## src/rtl/sum_arbiter.sv

```systemverilog
// Two-requester round-robin front end for a shared signed adder.
// The winner's sum, flags and ID sit in a one-entry output slot until downstream accepts it.

module sum #(
  parameter int DATA_WIDTH = 8
) (
  input  logic [DATA_WIDTH-1:0] a,
  input  logic [DATA_WIDTH-1:0] b,
  output logic [DATA_WIDTH:0]   result,
  output logic                  carry,
  output logic                  zero
);
  // Sign-extend both operands by one bit so the sum cannot overflow.
  assign result = {a[DATA_WIDTH-1], a} + {b[DATA_WIDTH-1], b};
  assign carry  = a[DATA_WIDTH-1] & b[DATA_WIDTH-1];
  assign zero   = (result == '0);
endmodule

module sum_arbiter #(
  parameter int DATA_WIDTH  = 8,
  parameter int COUNT_WIDTH = 16
) (
  input  logic                   clk,
  input  logic                   rst,
  input  logic                   req0_valid,
  input  logic [DATA_WIDTH-1:0]  req0_a,
  input  logic [DATA_WIDTH-1:0]  req0_b,
  output logic                   req0_ready,
  input  logic                   req1_valid,
  input  logic [DATA_WIDTH-1:0]  req1_a,
  input  logic [DATA_WIDTH-1:0]  req1_b,
  output logic                   req1_ready,
  output logic                   out_valid,
  input  logic                   out_ready,
  output logic [DATA_WIDTH:0]    out_result,
  output logic                   out_carry,
  output logic                   out_zero,
  output logic                   out_id,
  output logic [COUNT_WIDTH-1:0] count0,
  output logic [COUNT_WIDTH-1:0] count1
);
  typedef enum logic {EMPTY, FULL} slot_state_t;

  slot_state_t             state_reg, state_next;
  logic                    last_grant_reg;
  logic [DATA_WIDTH:0]     result_reg;
  logic                    carry_reg, zero_reg, id_reg;
  logic [COUNT_WIDTH-1:0]  count_reg [2];

  logic [1:0]              req_valid;
  logic [1:0]              ready_vec;
  logic                    grant_idx;
  logic                    slot_free;
  logic                    handshake;
  logic [DATA_WIDTH-1:0]   op_a, op_b;
  logic [DATA_WIDTH:0]     sum_result;
  logic                    sum_carry, sum_zero;

  assign req_valid = {req1_valid, req0_valid};

  // Arbitration and slot next-state. Ready is only raised towards a valid winner,
  // so a ready always means a handshake.
  always_comb begin
    state_next = state_reg;
    grant_idx  = 1'b0;
    ready_vec  = 2'b00;
    slot_free  = (state_reg == EMPTY) || out_ready;
    if (!rst && slot_free) begin
      if (req_valid == 2'b11) grant_idx = ~last_grant_reg;
      else                    grant_idx = req_valid[1];
      ready_vec = req_valid & (grant_idx ? 2'b10 : 2'b01);
    end
    if (|ready_vec)                          state_next = FULL;
    else if (state_reg == FULL && out_ready) state_next = EMPTY;
  end

  assign handshake = |ready_vec;
  assign op_a      = grant_idx ? req1_a : req0_a;
  assign op_b      = grant_idx ? req1_b : req0_b;

  sum #(.DATA_WIDTH(DATA_WIDTH)) u_sum (
    .a      (op_a),
    .b      (op_b),
    .result (sum_result),
    .carry  (sum_carry),
    .zero   (sum_zero)
  );

  always_ff @(posedge clk) begin
    if (rst) state_reg <= EMPTY;
    else     state_reg <= state_next;
  end

  // Data outputs only move on a handshake; a drain without refill leaves them as they were.
  always_ff @(posedge clk) begin
    if (rst) begin
      last_grant_reg <= 1'b1;
      result_reg     <= '0;
      carry_reg      <= 1'b0;
      zero_reg       <= 1'b0;
      id_reg         <= 1'b0;
    end else if (handshake) begin
      last_grant_reg <= grant_idx;
      result_reg     <= sum_result;
      carry_reg      <= sum_carry;
      zero_reg       <= sum_zero;
      id_reg         <= grant_idx;
    end
  end

  generate
    for (genvar gi = 0; gi < 2; gi++) begin : g_count
      always_ff @(posedge clk) begin
        if (rst)               count_reg[gi] <= '0;
        else if (ready_vec[gi]) count_reg[gi] <= count_reg[gi] + 1'b1;
      end
    end
  endgenerate

  assign req0_ready = ready_vec[0];
  assign req1_ready = ready_vec[1];
  assign out_valid  = (state_reg == FULL);
  assign out_result = result_reg;
  assign out_carry  = carry_reg;
  assign out_zero   = zero_reg;
  assign out_id     = id_reg;
  assign count0     = count_reg[0];
  assign count1     = count_reg[1];
endmodule

```

## config.mk

```make
export PLATFORM = sky130hd
export DESIGN_NAME = sum_arbiter
export DESIGN_NICKNAME = d
export VERILOG_FILES = /design/src/rtl/sum_arbiter.sv
export SDC_FILE = /design/constraint.sdc
export NUM_CORES = 1
export LEC_CHECK = 0
export ABC_AREA = 1
export CAP_MARGIN = 25
export CORE_MARGIN = 2
export CORE_UTILIZATION = 30
export DETAILED_ROUTE_END_ITERATION = 10
export GPL_TIMING_DRIVEN = 0
export PLACE_DENSITY = 0.58
export SYNTH_ARGS = -nofsm -noshare
export SYNTH_HDL_FRONTEND = slang
export SYNTH_SLANG_ARGS = --single-unit
export TNS_END_PERCENT = 100
```

## constraint.sdc

```tcl
create_clock -name clk -period 4.2 [get_ports clk]
set_input_delay 1.26 -clock clk [delete_from_list [all_inputs] [get_ports clk]]
set_output_delay 1.26 -clock clk [all_outputs]
set_load 0.1 [all_outputs]
```

Word level (Yosys, flattened, before mapping). Memories as Yosys holds them, arrays and structs flattened. Cells that the tools add are included. Widths: inputs -> output; s select.

Input bits: 37. Logic and storage cells: 43. Output and inout port bits: 47. Bits in writable memories: 32. Register bits: 14. Memories kept: 1.

Eq/ne operators: 1. Add/subtract/negate cells: 3. Multiplexer cells: 19. Bitwise logic cells: 6. Reduce and logical (&&, ||, !) cells: 7.

Memory list: count_reg (words 2, bits a word 16, rd ports 2, clocked after Yosys merged registers in 0, wr ports 2, RTL line 48) `logic [COUNT_WIDTH-1:0] count_reg [2];`.

Operator list (count): $add 16x1->16 const B (2); $mux 16 (2); $mux 8 (2); $mux 1 (13); $add 8x8->9 (1); $logic_not 9->1 (1); $mux 2 (2); $and 2x2->2 (1); $eq 2x2->1 const B (1); $logic_and 1x1->1 (2); $not 1->1 (2); $or 1x1->1 (2); $reduce_bool 2->1 (1); $reduce_or 2->1 (1); $and 1x1->1 (1); $logic_not 1->1 (1); $logic_or 1x1->1 (1).

Logic depth before layout (Yosys ltp). Gate-level depths: netlist of run 1.

Depth in word-level cells: 11. Mapped depth: 20. Mapped depth without buffers: 19.

Modules after synthesis. From an unflattened synthesis of run 1, not the netlist that was laid out.

Cells, all modules: 436. Area, all modules: 3022.9 µm².

By module, submodules not included: sum_arbiter (seq. area each 1241.2 µm², times used 1, area each 2570.0 µm², cells each 345); sum (seq. area each 0.0 µm², times used 1, area each 452.9 µm², cells each 91).

Worst setup path before layout of run 1. Ideal clock, no wire load.

Kind: input to register. Start: in out_ready. End: reg zero_reg, in the netlist out_zero. Path slack: 0.610 ns. Buffers on the path: 1. Library setup time: 0.064 ns. Arrival: 3.526 ns. Required time: 4.136 ns. Cell stages on the path: 18. Path through: inv_1 > nand2_1 > nand2_1 > nor2_2 > buf_2 > nand2_1 > nand2_1 > ha_1 > fa_1 > inv_1 > nand2_1 > nor2_1 > nand3_1 > nor2_1 > nand3_1 > nor2_1 > nor2_1 > nor2_1.

Elaborated cells on any way between the ends: 9. Those cells by class: add/sub: 1; mux: 4; reduce/logical: 4.

RTL lines: from (decl) (RTL line 34) `input logic out_ready,`; $logic_or 1x1->1 (RTL line 67) `slot_free = (state_reg == EMPTY) || out_ready;`; $logic_and 1x1->1 (RTL line 68) `if (!rst && slot_free) begin`; $mux 2 (RTL line 68); via req1_ready (RTL line 32) `output logic req1_ready,`; $reduce_or 2->1 (RTL line 77) `assign handshake = |ready_vec;`; to (signal assigned) (RTL line 106) `zero_reg <= sum_zero;`; to (decl) (RTL line 47) `logic carry_reg, zero_reg, id_reg;`.

The timed path passes the listed nets, and every way through them passes these cells. A chain may end at the register's enable or synchronous reset.

Final worst setup path of run 1.
Start: in req0_valid. End: out req0_ready.

Cells in the longest elaborated chain, start to end: 6.

Ends and longest elaborated chain: from (decl) (RTL line 25) `input logic req0_valid,`; $eq 2x2->1 (RTL line 69) `if (req_valid == 2'b11) grant_idx = ~last_grant_reg;`; $mux 1 (RTL line 69); $mux 1 (RTL line 68); $mux 2 (RTL line 71) `ready_vec = req_valid & (grant_idx ? 2'b10 : 2'b01);`; $and 2x2->2 (*) (RTL line 71); $mux 2 (*) (RTL line 68); to (decl) (RTL line 28) `output logic req0_ready,`.

Every way passes the cells marked *; elsewhere a longest branch is shown, timed or not. The select of a mux whose other input is x is not followed.

==> summary.md, run 1 <==
| Metric | Value |
|---|---|
| Final Hold Viols | `0` |
| Post-Syn Area | `2874 sq um` |
| FP Rows | `35` |
| Slowest-stage cell, CP | `clkdlybuf4s50_1` |
| Reg2Reg Depth | `18` |
| Clock transition at path regs | `90 ps` |
| R2r endpoint | `out_zero$_SDFFE_PP0P_` |
| Final slew viol count | `0` |
| Starting Density | `30.96%` |
| Number of flops mapped to enable cells by yosys | `32` |
| Arrival time worst endpoint | `2790 ps` |
| # hold bufs at CTS | `0` |
| Top FF cell, synth | `edfxtp_1` |
| Area leader, netlist | `edfxtp_1` |
| Simple-gate share of the synthesized area | `32.56%` |
| CP dominant cell by count | `nand2_1` |
| Largest register FFs | `32` |
| Ports | `84` |
| Placement Setup Slack | `-844.8 ps` |
| Worst EP required | `2940 ps` |
| Drt initial violations | `87` |
| Drt total wl | `7.382 mm` |
| N_diodes | `0` |
| Sequential area share after synthesis | `a little over two fifths` |
| Fmax | `246.9 MHz` |
| Setup Viol. Count Final | `0` |
| Core Box Area | `9284 sq um` |
| Crit-path cells | `clkdlybuf4s50_1 > nand2_1 > nand2_1 > nand4_1 > inv_1 > clkbuf_4` |
| Peak supply drop | `around 0.18 mV` |
| Adder-cell area share of the yosys netlist | `5.050%` |
| Worst slew pin tran | `1001 ps` |
| Largest net degree at the start of global routing | `17` |
| Synthesized flop and latch total | `46` |
| Final Cycle Share | `96.45%` |
| Status | `finished clean` |
| Setup TNS | `0 ps` |
| # clock sinks | `46` |
| Mux cell area share after synthesis | `0%` |
| Main combinational cell family by area after synthesis | `simple AND/OR/NAND/NOR gates` |
| Fraction of layout cells with a size suffix above 1 | `7.983%` |
| Crit path time final | `4051 ps` |
| Full die area | `between 10000 and 15000 sq um` |
| Hold_ws | `476.7 ps` |
| Placed Instance Area | `3866 sq um` |
| Number of global-route vias before repair | `2667` |
| Clock H-tree levels | `2` |
| Wirelength per Cell | `12.20 um` |
| Die Wd | `101.9 um` |
| Skew final | `9.667 ps` |
| Fin area | `between 3000 and 4000 sq um` |
| Xor/xnor cell area share of the yosys netlist | `1.828%` |
| Post-synthesis cell count | `383` |
| DRC | `0` |
| Reg2Reg Launch Point | `out_valid$_SDFFE_PP0P_` |
| Longest Clk Path Bufs | `2` |
| Hold Path Class | `reg2reg` |
| Clock root buffer | `clkbuf_8` |
| Top layer in use | `met4` |
| Area growth, synth to finish | `38.44%` |
| CP delay by family, top | `buffers and inverters` |
| Wire length on met1 | `roughly 3.3 mm` |
| Max cap viols | `0` |
| Crit Path Category | `in2out` |
| Tot GR Track Use | `between 10% and 20%` |
| CP Capture Type | `primary output` |
| DR vias | `2727` |
| Element type at the critical path start | `input port` |
| Grt total ovfl | `0` |
| CP max stage delay | `500 ps` |
| Final worst slack | `between 100 and 150 ps` |
| Buf/Inv on CP | `3` |
| Hold path startpoint | `last_grant_reg$_SDFFE_PP1P_` |
| Final Non-Filler Cells | `around 610` |
| CTS Buf Count | `5` |
| Post-synth cell types | `36` |
| TritonCTS clock tree | `yes` |
| First-pass DRT Iterations | `4` |
| Synth warn | `0` |
| GPL Wtd Cong | `0.8073` |
| Top post-synthesis cells by area | `edfxtp_1 33%, nand2_1 16%, dfxtp_1 9.8%` |
| RSZ-0062 raised after global routing | `false` |
| Routed wl met3 | `364 um` |
| Reg-to-reg slack, setup | `1530 ps` |
| Vias per inst | `around 4.5` |
| Hold Path End | `last_grant_reg$_SDFFE_PP1P_` |
| Final ANT Viol Nets | `0` |
| Hold path depth | `2` |
| Die H | `101.9 um` |
| Skew-Pair Late Insertion Delay | `300 ps` |
| Compound-gate portion of the synthesized area | `9.404%` |
| Placed cells | `595` |
| Synth top area share | `33.43%` |
| Async S/R FF share, synth | `0%` |
| WL met2 | `3.698 mm` |
| Crit path launch | `req0_valid` |
| IO Port Bufs | `83` |
| Syn_nets | `431` |
| Avg Inst Size Synth | `7.504 sq um` |
| Power Density | `342.3 nW/um^2` |
| Initial antenna violation count | `0` |
| Relative slew slack | `about a third` |
| CP Max Fanout | `8` |
| Hpwl dp | `5.826 mm` |
| Leak | `1.719 nW` |
| Global-route wire length before repair | `roughly 12 mm` |
| Final #Nets | `523` |
==> placed cells by master, fill, tap and decap left out, drive strengths merged, types with 2 or more instances in the layout <==
cell type	count
a21oi	24
a31oi	2
buf	8
clkbuf	10
clkdlybuf4s50	80
dfxtp	14
edfxtp	32
ha	10
inv	51
nand2	128
nand3	26
nand3b	2
nor2	41
nor3	6
nor3b	2
o211ai	4
o21a	2
o21ai	14
or2	5
xnor2	3
xor2	3
==> per-layer routing <==
metal / GRT usage (%) / vias to the layer above
li1: - / 1418
met1: 18.87 / 1240
met2: 27.33 / 63
met3: 2.941 / 6
met4: 2.769 / 0
met5: 0 / -
==> cells by family after synthesis <==
kind of cell / after synthesis
AO/OA/AOI/OAI: 48
AND/OR/NAND/NOR: 213
adder cells (fa/ha/maj): 11
buffers and inverters: 59
flip-flops: 46
XOR/XNOR: 6
==> metrics by stage <==
step | util, % | power (mW)
2_1_floorplan | - | 0.9542
4_1_cts | 42.59 | 1.372
5_1_grt | 42.86 | 1.437
3_5_place_dp | 41.64 | 1.100
3_3_place_gp | 41.64 | 1.097
6_report | 42.86 | 1.362
==> worst min-delay path: cells and delay by family (launching register included) <==
family / cells / cell delay (ps)
and+or+nand+nor: 2 / 110
DFF: 1 / 340
==> how the worst max path moves through the flow <==
| stage | cells past startpoint | slack, ps | end |
|---|---|---|---|
| after floorplan | 18 | 610 | out_zero$_SDFFE_PP0P_ |
| after global placement | 6 | -830 | req1_ready |
| after detailed placement | 6 | -840 | req1_ready |
| after CTS | 6 | 5 | req0_ready |
| after global routing | 6 | 50 | req0_ready |
| final | 6 | 150 | req0_ready |
==> area by class of cell <==
class / count / area, sq um
plain buffers: 8 / 40.04
flip-flops and latches: 46 / 1241
inverters: 51 / 191.4
well taps: 129 / 161.4
clock inverters: 2 / 13.76
repair buffers: 85 / 847.1
fillers: 972 / 5305
clock buffers: 6 / 72.57
multi-input cells: 278 / 1411
==> Yosys cell counts, drive strengths merged (2+ instances only) <==
| master | instances |
|---|---|
| nand2 | 128 |
| inv | 51 |
| nor2 | 41 |
| edfxtp | 32 |
| nand3 | 26 |
| a21oi | 24 |
| dfxtp | 14 |
| o21ai | 14 |
| ha | 10 |
| buf | 6 |
| nor3 | 6 |
| or2 | 5 |
| o211ai | 4 |
| xnor2 | 3 |
| xor2 | 3 |
| a31oi | 2 |
| clkbuf | 2 |
| nand3b | 2 |
| nor3b | 2 |
| o21a | 2 |
==> what timing repair did <==
action / CTS / global route
pin swaps: 0 / 1
buffers inserted: 0 / 2
endpoints found under the setup margin: 2 / 5
gates resized for setup: 11 / 6
==> power breakdown <==
group          leakage [nW]  switching (mW)  total (mW)  internal, mW
combinational          1.23           0.391       0.540         0.149
sequential            0.452          0.0294       0.551         0.522
clock                0.0413           0.154       0.272         0.117
Note: power is estimated with default switching activity, not from simulation.
==> inputs of run 2 (changes only) <==
--- a/config.mk
+++ b/config.mk
@@ -5,7 +5,6 @@
 export SDC_FILE = /design/constraint.sdc
 export NUM_CORES = 1
 export LEC_CHECK = 0
-export ABC_AREA = 1
 export CAP_MARGIN = 25
 export CORE_MARGIN = 2
 export CORE_UTILIZATION = 30
==> run 2 against run 1 <==
Area after synthesis shrank 5.2%. Worst setup slack got worse by 28 ps. Via count down 9.2%. Design area down 2.5%. Critical path type is now in2reg. Critical path depth up 9. Wire length down 5.9%. Non-clock buffer count increased by 3. Maximum frequency fell by 0.69%. Sequential share of layout area increased by 0.81 points. Flip-flop and latch count stayed put. Synthesized cell count down 19%. Register-to-register slack got worse by 350 ps.
==> summary.md, run 2 <==
| Metric | Value |
|---|---|
| Status | `finished clean` |
| Syn_nets | `358 (-17%)` |
| Global-route wire length before repair | `11.23 mm (-9.5%)` |
| Area growth, synth to finish | `42.40%` |
| Hold Path Class | `reg2reg` |
| Wirelength per Cell | `13.57 um (+11%)` |
| Top post-synthesis cells by area | `edfxtp_1 35%, dfxtp_1 10%, nand2_1 10%` |
| Sequential area share after synthesis | `45.57% (+2.4 points)` |
| Final ANT Viol Nets | `0 (unchanged)` |
| Placed cells | `501 (-16%)` |
| Crit path time final | `4079 ps (+27.95 ps)` |
| Setup TNS | `0 ps (unchanged)` |
| Hold path startpoint | `out_result[0]$_SDFFE_PP0P_` |
| Avg Inst Size Synth | `8.787 sq um (+17%)` |
| CTS Buf Count | `5 (unchanged)` |
| Number of global-route vias before repair | `2324 (-13%)` |
| Tot Pwr | `1.388 mW (+1.9%)` |
| Post-synth cell types | `39 (+8.3%)` |
| DRC | `0 (unchanged)` |
| Grt total ovfl | `0 (unchanged)` |
| Element type at the critical path start | `input port` |
| Initial antenna violation count | `0 (unchanged)` |
| Final slew viol count | `0 (unchanged)` |
| Final Non-Filler Cells | `512 (-15%)` |
| Post-synthesis cell count | `310 (-19%)` |
| N_diodes | `0 (unchanged)` |
| Drt initial violations | `52 (-40%)` |
| Core Box Area | `8763 sq um (-5.6%)` |
| Synthesized flop and latch total | `46 (unchanged)` |
| Worst EP required | `4420 ps (+1480 ps)` |
| Synth warn | `0 (unchanged)` |
| Relative slew slack | `34.12% (+1.0 points)` |
| Most common cell after layout, fill and taps aside | `clkdlybuf4s50_1` |
| Vias per inst | `4.834 (+7.2%)` |
| Leak | `1.457 nW (-15%)` |
| Hold path depth | `2 (unchanged)` |
| Tot GR Track Use | `14.17% (-0.93 points)` |
| CP Capture Type | `flip-flop` |
| Final #Nets | `451 (-14%)` |
| Clock H-tree levels | `2 (unchanged)` |
| Final Cycle Share | `97.12% (+0.67 points)` |
| Ports | `84 (unchanged)` |
| Skew final | `5.986 ps (-3.680 ps)` |
| Full die area | `9858 sq um (-5.0%)` |
| Area leader, netlist | `edfxtp_1` |
| Hold_ws | `459.2 ps (-17.43 ps)` |
| Die Wd | `99.29 um (-2.5%)` |
| FP Rows | `34 (-2.9%)` |
| Post-Syn Area | `2724 sq um (-5.2%)` |
| CP Max Fanout | `10 (+2)` |
| Reg2Reg Launch Point | `out_valid$_SDFFE_PP0P_` |
| Clock root buffer | `clkbuf_8` |
| # clock sinks | `46 (unchanged)` |
| Setup Viol. Count Final | `0 (unchanged)` |
| Drt total wl | `6.948 mm (-5.9%)` |
| Fraction of layout cells with a size suffix above 1 | `8.168% (+0.19 points)` |
| Crit path launch | `out_ready` |
| Largest net degree at the start of global routing | `18 (+1)` |
| Max cap viols | `0 (unchanged)` |
| Most frequent cell after synthesis | `nand2_1` |
| Peak supply drop | `0.1546 mV (-16%)` |
| Die H | `99.29 um (-2.5%)` |
| Arrival time worst endpoint | `4300 ps (+1510 ps)` |
| Final Hold Viols | `0 (unchanged)` |
| Number of flops mapped to enable cells by yosys | `32 (unchanged)` |
| Clock transition at path regs | `90 ps (about the same)` |
| First-pass DRT Iterations | `4 (unchanged)` |
| Placement Setup Slack | `-1020 ps (-174.9 ps)` |
| Fmax | `245.2 MHz (-0.69%)` |
| Synth top area share | `35.28% (+1.8 points)` |
| TritonCTS clock tree | `yes` |
| Post-synth top cells | `74 x nand2_1, 39 x nor2_1, 32 x edfxtp_1, 15 x xor2_1, 14 x dfxtp_1` |
| Skew-Pair Late Insertion Delay | `300 ps (about the same)` |
| Starting Density | `31.08% (+0.13 points)` |
| IO Port Bufs | `83 (unchanged)` |
| Hpwl dp | `5.379 mm (-7.7%)` |
| Power Density | `357.9 nW/um^2 (+4.5%)` |
| Final worst slack | `121.1 ps (-27.95 ps)` |
| Top FF cell, synth | `edfxtp_1` |
| DR vias | `2475 (-9.2%)` |
| Leading cell types in the layout, fill and taps excluded | `80 x clkdlybuf4s50_1, 71 x nand2_1, 38 x nor2_1` |
| Crit Path Category | `in2reg` |
| Longest Clk Path Bufs | `2 (unchanged)` |
| Async S/R FF share, synth | `0% (unchanged)` |
| GPL Wtd Cong | `0.8955 (+11%)` |
| Worst slew pin tran | `985.1 ps (-15.68 ps)` |
| Reg2Reg Depth | `14 (-4)` |
| Largest register FFs | `32 (unchanged)` |
==> run 2: cell types whose count changed in the layout (fill, tap and decap cells not counted), moves of 4 or more <==
| cell | delta |
|---|---|
| xnor2_1 | +10 |
| nor2_1 | +4 |
| or3_1 | +4 |
| a211oi_1 | +4 |
| buf_2 | -4 |
| xor2_1 | +12 |
| nand4_1 | +5 |
| and3_1 | +7 |
| nor2_2 | -4 |
| inv_1 | -39 |
| nand3_1 | -14 |
| a21oi_1 | -10 |
| nand2_1 | -54 |
==> run 2: cells by family (layout without fill, tap and decap cells) <==
family / count (synthesis) / in the layout / share of synthesized area, %
AND/OR/NAND/NOR: 160 / 160 / 26.18
flip-flops: 46 / 46 / 45.57
AO/OA/AOI/OAI: 43 / 43 / 10.66
XOR/XNOR: 28 / 28 / 9.003
buffers and inverters: 22 / 116 / 3.262
adder cells (fa/ha/maj): 11 / 11 / 5.328
==> run 2: final cells by class <==
type	count	area, sq um
buffer	9	57.56
clock buffer	6	72.57
clock inverter	2	8.758
fill	891	4885
inverter	12	47.55
multi-input combinational	242	1449
sequential	46	1241
tap	108	135.1
timing repair buffer	87	867.1
==> run 2: path summary, 6_finish.rpt <==
path / endpoint / slack, ps
max: out_zero$_SDFFE_PP0P_ / 120
min: out_result[0]$_SDFFE_PP0P_ / 460
max reg2reg: out_zero$_SDFFE_PP0P_ / 1180
min reg2reg: out_result[0]$_SDFFE_PP0P_ / 460
==> run 2: critical path: stages <==
cell and delay (ps):
clkdlybuf4s50_1 400, nand2b_4 150, and2_4 180, nand3_4 130
inv_4 70, buf_6 140, nand2_1 80, nand2_2 70
ha_4 170, fa_2 390, a211oi_4 310, nor2_2 80
xnor2_1 150, or4b_1 520, o31ai_2 180
==> run 2: per-stage QoR <==
step / util (%) / cell area, sq um
finish: 44.26 / 3879
global placement: 42.23 / 3701
CTS: 43.30 / 3795
floorplan: - / 2735
detailed placement: 42.23 / 3701
global route: 44.26 / 3879
==> run 2: repair_timing <==
| item | 4_1_cts | 5_1_grt |
|---|---|---|
| hold buffers | 0 | 0 |
| pin swaps | 1 | 3 |
| buffers inserted | 0 | 4 |
| hold endpoints to repair | 0 | 0 |
| setup endpoints to repair | 6 | 3 |
| resized for setup | 20 | 10 |
==> run 2: report_power, final <==
group	switching [mW]	internal (mW)
clock	0.151	0.115
sequential	0.0323	0.523
combinational	0.396	0.171
==> run 2: layer usage <==
metal  track usage, %  wire length [um]  vias up
li1                 -                 -     1260
met5                0                 0        -
met4            3.899                99        0
met1            18.32              3162     1142
met2            24.48              3371       65
met3            2.389               314        8
